`src/rtl/csi2_packet_parser.sv`:
```
// CSI-2 single-lane packet parser. It splits one HS burst into the
// packet header, a registered payload stream and the CRC-16 check,
// and flags bursts that end before the packet is complete.
`timescale 1ns/1ps

module csi2_packet_parser #(
  parameter bit CHECK_CRC = 1'b1
) (
  input  logic        clock_p,
  input  logic        reset,
  input  logic [7:0]  data,
  input  logic        enable,
  output logic [1:0]  virtual_channel,
  output logic [5:0]  data_type,
  output logic [15:0] word_count,
  output logic [7:0]  ecc,
  output logic        header_valid,
  output logic [7:0]  payload_data,
  output logic        payload_enable,
  output logic        payload_last,
  output logic        crc_valid,
  output logic        crc_error,
  output logic        packet_abort
);

  typedef enum logic [2:0] {IDLE, HEADER, PAYLOAD, CRC, DRAIN} state_t;

  state_t      state;
  // Set once enable has been seen low since reset. A burst already in
  // flight when reset is released is drained rather than parsed.
  logic        armed;
  logic [1:0]  hdr_cnt;
  logic [7:0]  hdr_di;
  logic [7:0]  hdr_wcl;
  logic [7:0]  hdr_wcm;
  logic [15:0] pay_cnt;
  logic [15:0] crc;
  logic        crc_cnt;
  logic [7:0]  crc_lsb;

  // CRC-16 (x^16+x^12+x^5+1) in reflected form, one byte, LSB first.
  function automatic logic [15:0] crc16_update(input logic [15:0] c,
                                               input logic [7:0]  d);
    logic [15:0] r;
    // NOTE: blocking assignments are right here: r is a combinational
    // temporary stepped eight times within one call, not a register.
    r = c;
    for (int i = 0; i < 8; i++) begin
      if (r[0] ^ d[i]) r = (r >> 1) ^ 16'h8408;
      else             r = r >> 1;
    end
    return r;
  endfunction

  // Packet FSM with all outputs registered; event outputs default low
  // every cycle so each one is a single-cycle pulse.
  always_ff @(posedge clock_p or posedge reset) begin
    if (reset) begin
      state           <= IDLE;
      armed           <= 1'b0;
      hdr_cnt         <= '0;
      hdr_di          <= '0;
      hdr_wcl         <= '0;
      hdr_wcm         <= '0;
      pay_cnt         <= '0;
      crc             <= '0;
      crc_cnt         <= 1'b0;
      crc_lsb         <= '0;
      virtual_channel <= '0;
      data_type       <= '0;
      word_count      <= '0;
      ecc             <= '0;
      header_valid    <= 1'b0;
      payload_data    <= '0;
      payload_enable  <= 1'b0;
      payload_last    <= 1'b0;
      crc_valid       <= 1'b0;
      crc_error       <= 1'b0;
      packet_abort    <= 1'b0;
    end else begin
      header_valid   <= 1'b0;
      payload_enable <= 1'b0;
      payload_last   <= 1'b0;
      crc_valid      <= 1'b0;
      packet_abort   <= 1'b0;
      if (!enable) armed <= 1'b1;

      case (state)
        IDLE: begin
          if (enable) begin
            if (armed) begin
              // The byte that opens the burst is the data identifier.
              hdr_di  <= data;
              hdr_cnt <= 2'd1;
              state   <= HEADER;
            end else begin
              state <= DRAIN;
            end
          end
        end

        HEADER: begin
          if (!enable) begin
            packet_abort <= 1'b1;
            state        <= IDLE;
          end else begin
            hdr_cnt <= hdr_cnt + 2'd1;
            if (hdr_cnt == 2'd1) hdr_wcl <= data;
            if (hdr_cnt == 2'd2) hdr_wcm <= data;
            if (hdr_cnt == 2'd3) begin
              virtual_channel <= hdr_di[7:6];
              data_type       <= hdr_di[5:0];
              word_count      <= {hdr_wcm, hdr_wcl};
              ecc             <= data;
              header_valid    <= 1'b1;
              crc             <= 16'hFFFF;
              pay_cnt         <= '0;
              crc_cnt         <= 1'b0;
              if (hdr_di[5:4] == 2'b00)              state <= DRAIN;
              else if ({hdr_wcm, hdr_wcl} == 16'h0) state <= CRC;
              else                                   state <= PAYLOAD;
            end
          end
        end

        PAYLOAD: begin
          if (!enable) begin
            packet_abort <= 1'b1;
            state        <= IDLE;
          end else begin
            payload_data   <= data;
            payload_enable <= 1'b1;
            crc            <= crc16_update(crc, data);
            pay_cnt        <= pay_cnt + 16'd1;
            if (pay_cnt + 16'd1 == word_count) begin
              payload_last <= 1'b1;
              state        <= CRC;
            end
          end
        end

        CRC: begin
          if (!enable) begin
            packet_abort <= 1'b1;
            state        <= IDLE;
          end else if (!crc_cnt) begin
            crc_lsb <= data;
            crc_cnt <= 1'b1;
          end else begin
            crc_valid <= 1'b1;
            crc_error <= (CHECK_CRC != 1'b0) && ({data, crc_lsb} != crc);
            state     <= DRAIN;
          end
        end

        DRAIN: begin
          if (!enable) state <= IDLE;
        end

        default: state <= IDLE;
      endcase
    end
  end

endmodule

```
`config.mk`:
```
export PLATFORM = sky130hd
export DESIGN_NAME = csi2_packet_parser
export DESIGN_NICKNAME = d
export VERILOG_FILES = /design/src/rtl/csi2_packet_parser.sv
export SDC_FILE = /design/constraint.sdc
export NUM_CORES = 1
export LEC_CHECK = 0
export ABC_CLOCK_PERIOD_IN_PS = 4600
export BUFFER_PORTS_ARGS = -buffer_cell sky130_fd_sc_hd__buf_2
export CAP_MARGIN = 0
export CORE_MARGIN = 2
export CORE_UTILIZATION = 59
export CTS_CLUSTER_SIZE = 24
export DETAILED_ROUTE_END_ITERATION = 12
export GPL_ROUTABILITY_DRIVEN = 0
export PLACE_DENSITY = 0.81
export SETUP_SLACK_MARGIN = 0.3
export SLEW_MARGIN = 25
export SYNTH_ARGS = -nofsm -noshare
export SYNTH_HDL_FRONTEND = slang
export SYNTH_SLANG_ARGS = --single-unit
```
`constraint.sdc`:
```
create_clock -name clock_p -period 4.6 [get_ports clock_p]
set_input_delay 0.92 -clock clock_p [delete_from_list [all_inputs] [get_ports clock_p]]
set_output_delay 0.92 -clock clock_p [all_outputs]
set_load 0.005 [all_outputs]
```
Word-level counts from Yosys, hierarchy flattened
Cells that the tools add are included.

Add/sub/neg operators: 2. Equal/unequal tests: 19. Multiplexer cells: 63. Bitwise logic cells: 17. Reductions and logical operators: 18.

Operator list (number): $mux W16 (28); $pmux W16 S2 (2); $mux W3 (10); $not A2 Y3 (8); $reduce_and A3 Y1 (6); $mux W1 (17); $add A16 B1 Y16 const B (1); $eq A16 B16 Y1 (1); $logic_not A16 Y1 (1); $ne A16 B16 Y1 (1); $pmux W3 S5 (1); $ne A2 B2 Y1 const B (7); $reduce_and A4 Y1 (3); $ne A3 B3 Y1 const B (3); $xor A1 B1 Y1 (8); $eq A3 B2 Y1 const B (2); $mux W2 (3); $reduce_bool A2 Y1 (3); $reduce_and A5 Y1 (1); $eq A2 B2 Y1 const B (2); $pmux W2 S2 (1); $eq A3 B1 Y1 const B (1); $eq A3 B3 Y1 const B (1); $logic_not A3 Y1 (1); 7 further kinds (7).

Flip-flop bits (word level): 117. Input bits: 11. Output and inout bits: 46. Logic and storage cells: 140.

Logic depth before layout (Yosys ltp)
Word-level depth: 32. Gate-level depth with buffers: 9. Depth with buffers taken out: 7.

Worst setup path before layout
Ideal clock, no wire load.

Kind: input to register. Start point: input port enable. End point: register state[1]. Setup time: 127 ps. Data arrival time: 2024 ps. Data required time: 4473 ps. Setup slack: 2449 ps. Cell stages on the path: 7. Path buffers: 1. Path through: and4b_1 -> nor2b_1 -> buf_2 -> o21bai_1 -> nand3b_1 -> a21oi_1 -> or2_2.

Cells in the longest elaborated chain, start to end: 2. Elaborated cells between the ends (all ways): 10. Classes of those cells: 5 x eq/ne; 4 x mux; 1 x reduce/logical.

RTL lines: start: declaration (line 12) `input logic enable,`; $ne A3 B3 Y1 (no source line) (tied with other cells); $reduce_and A5 Y1 (no source line) / $pmux W3 S5 (equally long branches); end signal: assignment (line 59) `state <= IDLE;`; end signal: assignment (line 95) `state <= HEADER;`; end signal: assignment (line 97) `state <= DRAIN;`; end: declaration (line 28) `state_t state;`.

Several ways; a longest one is shown, not always the timed one. A chain may end at the register's enable or synchronous reset.

Worst setup path in the final report
Start point: register pay_cnt[1]. End point: register state[0].

Cells in the longest elaborated chain, start to end: 4.

RTL lines: start: declaration (line 36) `logic [15:0] pay_cnt;`; start signal: assignment (line 134) `pay_cnt <= pay_cnt + 16'd1;`; $add A16 B1 Y16 (line 135) `if (pay_cnt + 16'd1 == word_count) begin`; $eq A16 B16 Y1 (line 135); $ne A3 B3 Y1 (no source line); $reduce_and A5 Y1 (no source line); end signal: assignment (line 137) `state <= CRC;`; end signal: assignment (line 145) `state <= IDLE;`; end signal: assignment (line 152) `state <= DRAIN;`.

Every way passes these cells.

==> summary.md <==
| Metric | Value |
|---|---|
| CTS tree | built |
| Placed cell count | 739 |
| Setup_tns | 0 ps |
| Die area | 10600 um^2 |
| Maximum buffer depth of the clock tree | 2 |
| TritonRoute pass-1 iters | 4 |
| Min-delay worst type | reg -> reg |
| Syn_area_per_cell | 9.93 um^2 |
| Crit start category | flip-flop |
| CP Cell Sequence | ha_1 > nand3_2 > nor3_2 > xnor2_1 > a2111oi_0 > nand4_1 > a2bb2oi_1 |
| Crit-path max cell delay | 540 ps |
| Global route overflow | 0 |
| Residual DRC | 0 |
| PortBufs | 56 |
| Largest net degree at the start of global routing | 66 |
| Max_cap viols | 0 |
| Final setup vio count | 0 |
| Synthesis-to-layout area growth | 16.3% |
| Slew headroom | between 30 and 40% |
| Fin. max-slew vios | 0 |
| Layout Skew | 6.05 ps |
| Fin Hold WS | 470 ps |
| Global Route Usage Sum | 28.7% |
| PwrDens | ~690 nW/um^2 |
| Layout cell share with drive strength beyond 1 | 22.7% |
| Worst Path Max Fanout | 11 |
| Core Util, Final | 69.4% |
| Peak VDD IR | 0.489 mV |
| Static leakage | ~3.2 nW |
| Cts repair resizes | 0 |
| Critical path data arrival time | 3260 ps |
| Detailed-route wire length per cell | 18.0 um |
| Chip height | 103 um |
| Final min period | around 2800 ps |
| Final Non-Filler Cells | 771 |
| DR vias/cell | just under 6 |
| Status | complete, no violations |
| Final hold violations | 0 |
| RSZ-0062 raised after global routing | false |
| Area contributors post-synth | dfrtp_1 (51%), nand2_1 (9.3%), xnor2_1 (6.8%), mux2_2 (6.5%), o21ai_0 (3.2%) |
| Core area | between 9000 and 10000 um^2 |
| Final worst path period share | 61.3% |
| Worst-skew pair later-pin latency | around 530 ps |
| Crit. End Element | flip-flop |
| Worst slew pin tran | about 950 ps |
| Ys flop type | dfrtp_1 |
| Antenna violations before repair | 0 |
| Cells after Synth | slightly below 600 |
| Power consumption | 4.63 mW |
| Setup Fix Bufs, Post-CTS | 0 |
| Required time of the critical path | 5040 ps |
| Register area share after synthesis | around half |
| Commonest cells in the netlist | nand2_1 (143), dfrtp_1 (117), xnor2_1 (45) |
| FFs w/ async S/R, synth | 100% |
| Clock slew at reported path FFs | about 60 ps |
| Hold-fix buffers at CTS | 0 |
| Synthesized area | 5760 um^2 |
| Clock sink count | ~120 |
| Largest area contributor in the netlist | dfrtp_1 |
| Antenna Cells | 0 |
| Total CTS buffers | 17 |
| Syn Nets | roughly 600 |
| Layout filler cell count | 700 |
| Ys Warns | 0 |
| Initial Utilization | 59.7% |
| Crit Path Class | reg -> reg |
| DRT iter0 DRCs | 248 |
| CTS root buf | clkbuf_8 |
| Fmax | between 0.3 and 0.4 GHz |
| I/O pin count | 57 |
| Die width | 103 um |
| FP Rows | 36 |
| Post-route ant nets | 0 |
| Most common cell in the netlist | nand2_1 |
| Htree depth | 4 |
| HPWL Detailed | approximately 9000 um |
| DR vias | 4448 |
| EDFF count, synth | 0 |
| Post-synthesis register bit count | 117 |
| Post-layout nets | 640 |
| Vias in the first global route | 4469 |
| Yosys top cell area share | 50.9% |
| R2r setup slk | 1780 ps |
| First-pass GRT wire length | around 23000 um |
| Slowest CP cell | dfrtp_1 |
| Total wire length | approximately 14000 um |
| Synth unique cells | 56 |
[worst max-delay path, delay by kind of cell, from the launching register on]
kind	cells	cell delay, ps
AND/OR/NAND/NOR	3	1020
adder cells (fa/ha/maj)	1	380
flip-flops	1	540
AO/OA/AOI/OAI	2	670
XOR/XNOR	1	120
[path summary, 6_finish.rpt]
path,cells past startpoint,to,from
max,7,state[0],pay_cnt[1]
min,2,data_type[4],data_type[4]
min reg2reg,2,data_type[4],data_type[4]
max reg2reg,7,state[0],pay_cnt[1]
min in group asynchronous,2,pay_cnt[13],reset
max in group asynchronous,3,ecc[0],reset
[placed cells by master (no fill, tap or decap), types with 3 or more instances in the layout]
master / instances
o21ai_0: 37
o31ai_1: 7
inv_6: 3
and2_1: 3
dfrtp_1: 117
xnor2_1: 45
clkinv_4: 6
buf_2: 56
inv_1: 4
nor4_1: 7
nand2_1: 143
buf_4: 5
nand3b_1: 4
ha_1: 4
xor2_1: 13
nand4_1: 7
clkbuf_16: 16
nor2b_1: 4
a31oi_1: 5
mux2_2: 33
bufinv_16: 3
nand3_1: 3
nand2b_1: 6
nor3_1: 14
a21oi_1: 18
nor2_1: 29
[sequential cells by signal (all words and copies together), names as in the netlist]
signal           count
crc_lsb              8
armed                1
payload_enable       1
word_count          16
payload_last         1
virtual_channel      2
hdr_wcl              8
crc                 16
crc_cnt              1
packet_abort         1
data_type            6
ecc                  8
hdr_wcm              8
hdr_di               8
state                3
crc_error            1
header_valid         1
crc_valid            1
payload_data         8
pay_cnt             16
hdr_cnt              2
[kinds of logic (layout without fill, tap and decap cells)]
logic type | Yosys count | in the layout | share of synthesized area [%]
xor+xnor | 59 | 59 | 9.24
fa+ha+maj | 4 | 4 | 0.869
mux | 33 | 33 | 6.46
simple gates | 241 | 241 | 20.5
flops | 117 | 117 | 50.9
compound gates | 84 | 84 | 8.85
buf+inv | 42 | 100 | 3.24
[where the power goes]
group	internal, mW	total, mW	leakage, nW	switching (mW)
Clock	0.841	1.37	0.301	0.524
Combinational	0.722	1.45	1.39	0.728
Sequential	1.43	1.81	1.48	0.382
Total	2.99	4.63	3.17	1.63
[layer usage]
metal | part of all wire [%] | wire (um) | up-vias | GRT usage (%)
met5 | 0 | 0 | - | 0
met4 | 2.9 | 402 | 0 | 12.7
met3 | 5.7 | 798 | 32 | 7.80
li1 | - | - | 2054 | -
met1 | 42 | 5780 | 2188 | 35.9
met2 | 50 | 6900 | 174 | 47.0
[layout make-up]
class | instances | area [um^2] | area share, %
Tap cell | 133 | 166 | 2.49
Sequential cell | 117 | 2930 | 43.7
Inverter | 7 | 28.8 | 0.430
Timing Repair Buffer | 61 | 318 | 4.75
Clock inverter | 15 | 196 | 2.93
Multi-Input combinational cell | 421 | 2640 | 39.5
Clock buffer | 17 | 414 | 6.19
[stage by stage]
| step | instance area, um^2 | worst slack [ps] |
|---|---|---|
| floorplan | 5760 | 579 |
| detailed placement | 6080 | 1350 |
| global placement | 6080 | 1450 |
| finish | 6690 | 1780 |
| CTS | 6690 | 1790 |
| global route | 6690 | 1590 |
No activity file was read; power rests on OpenSTA's default activity.
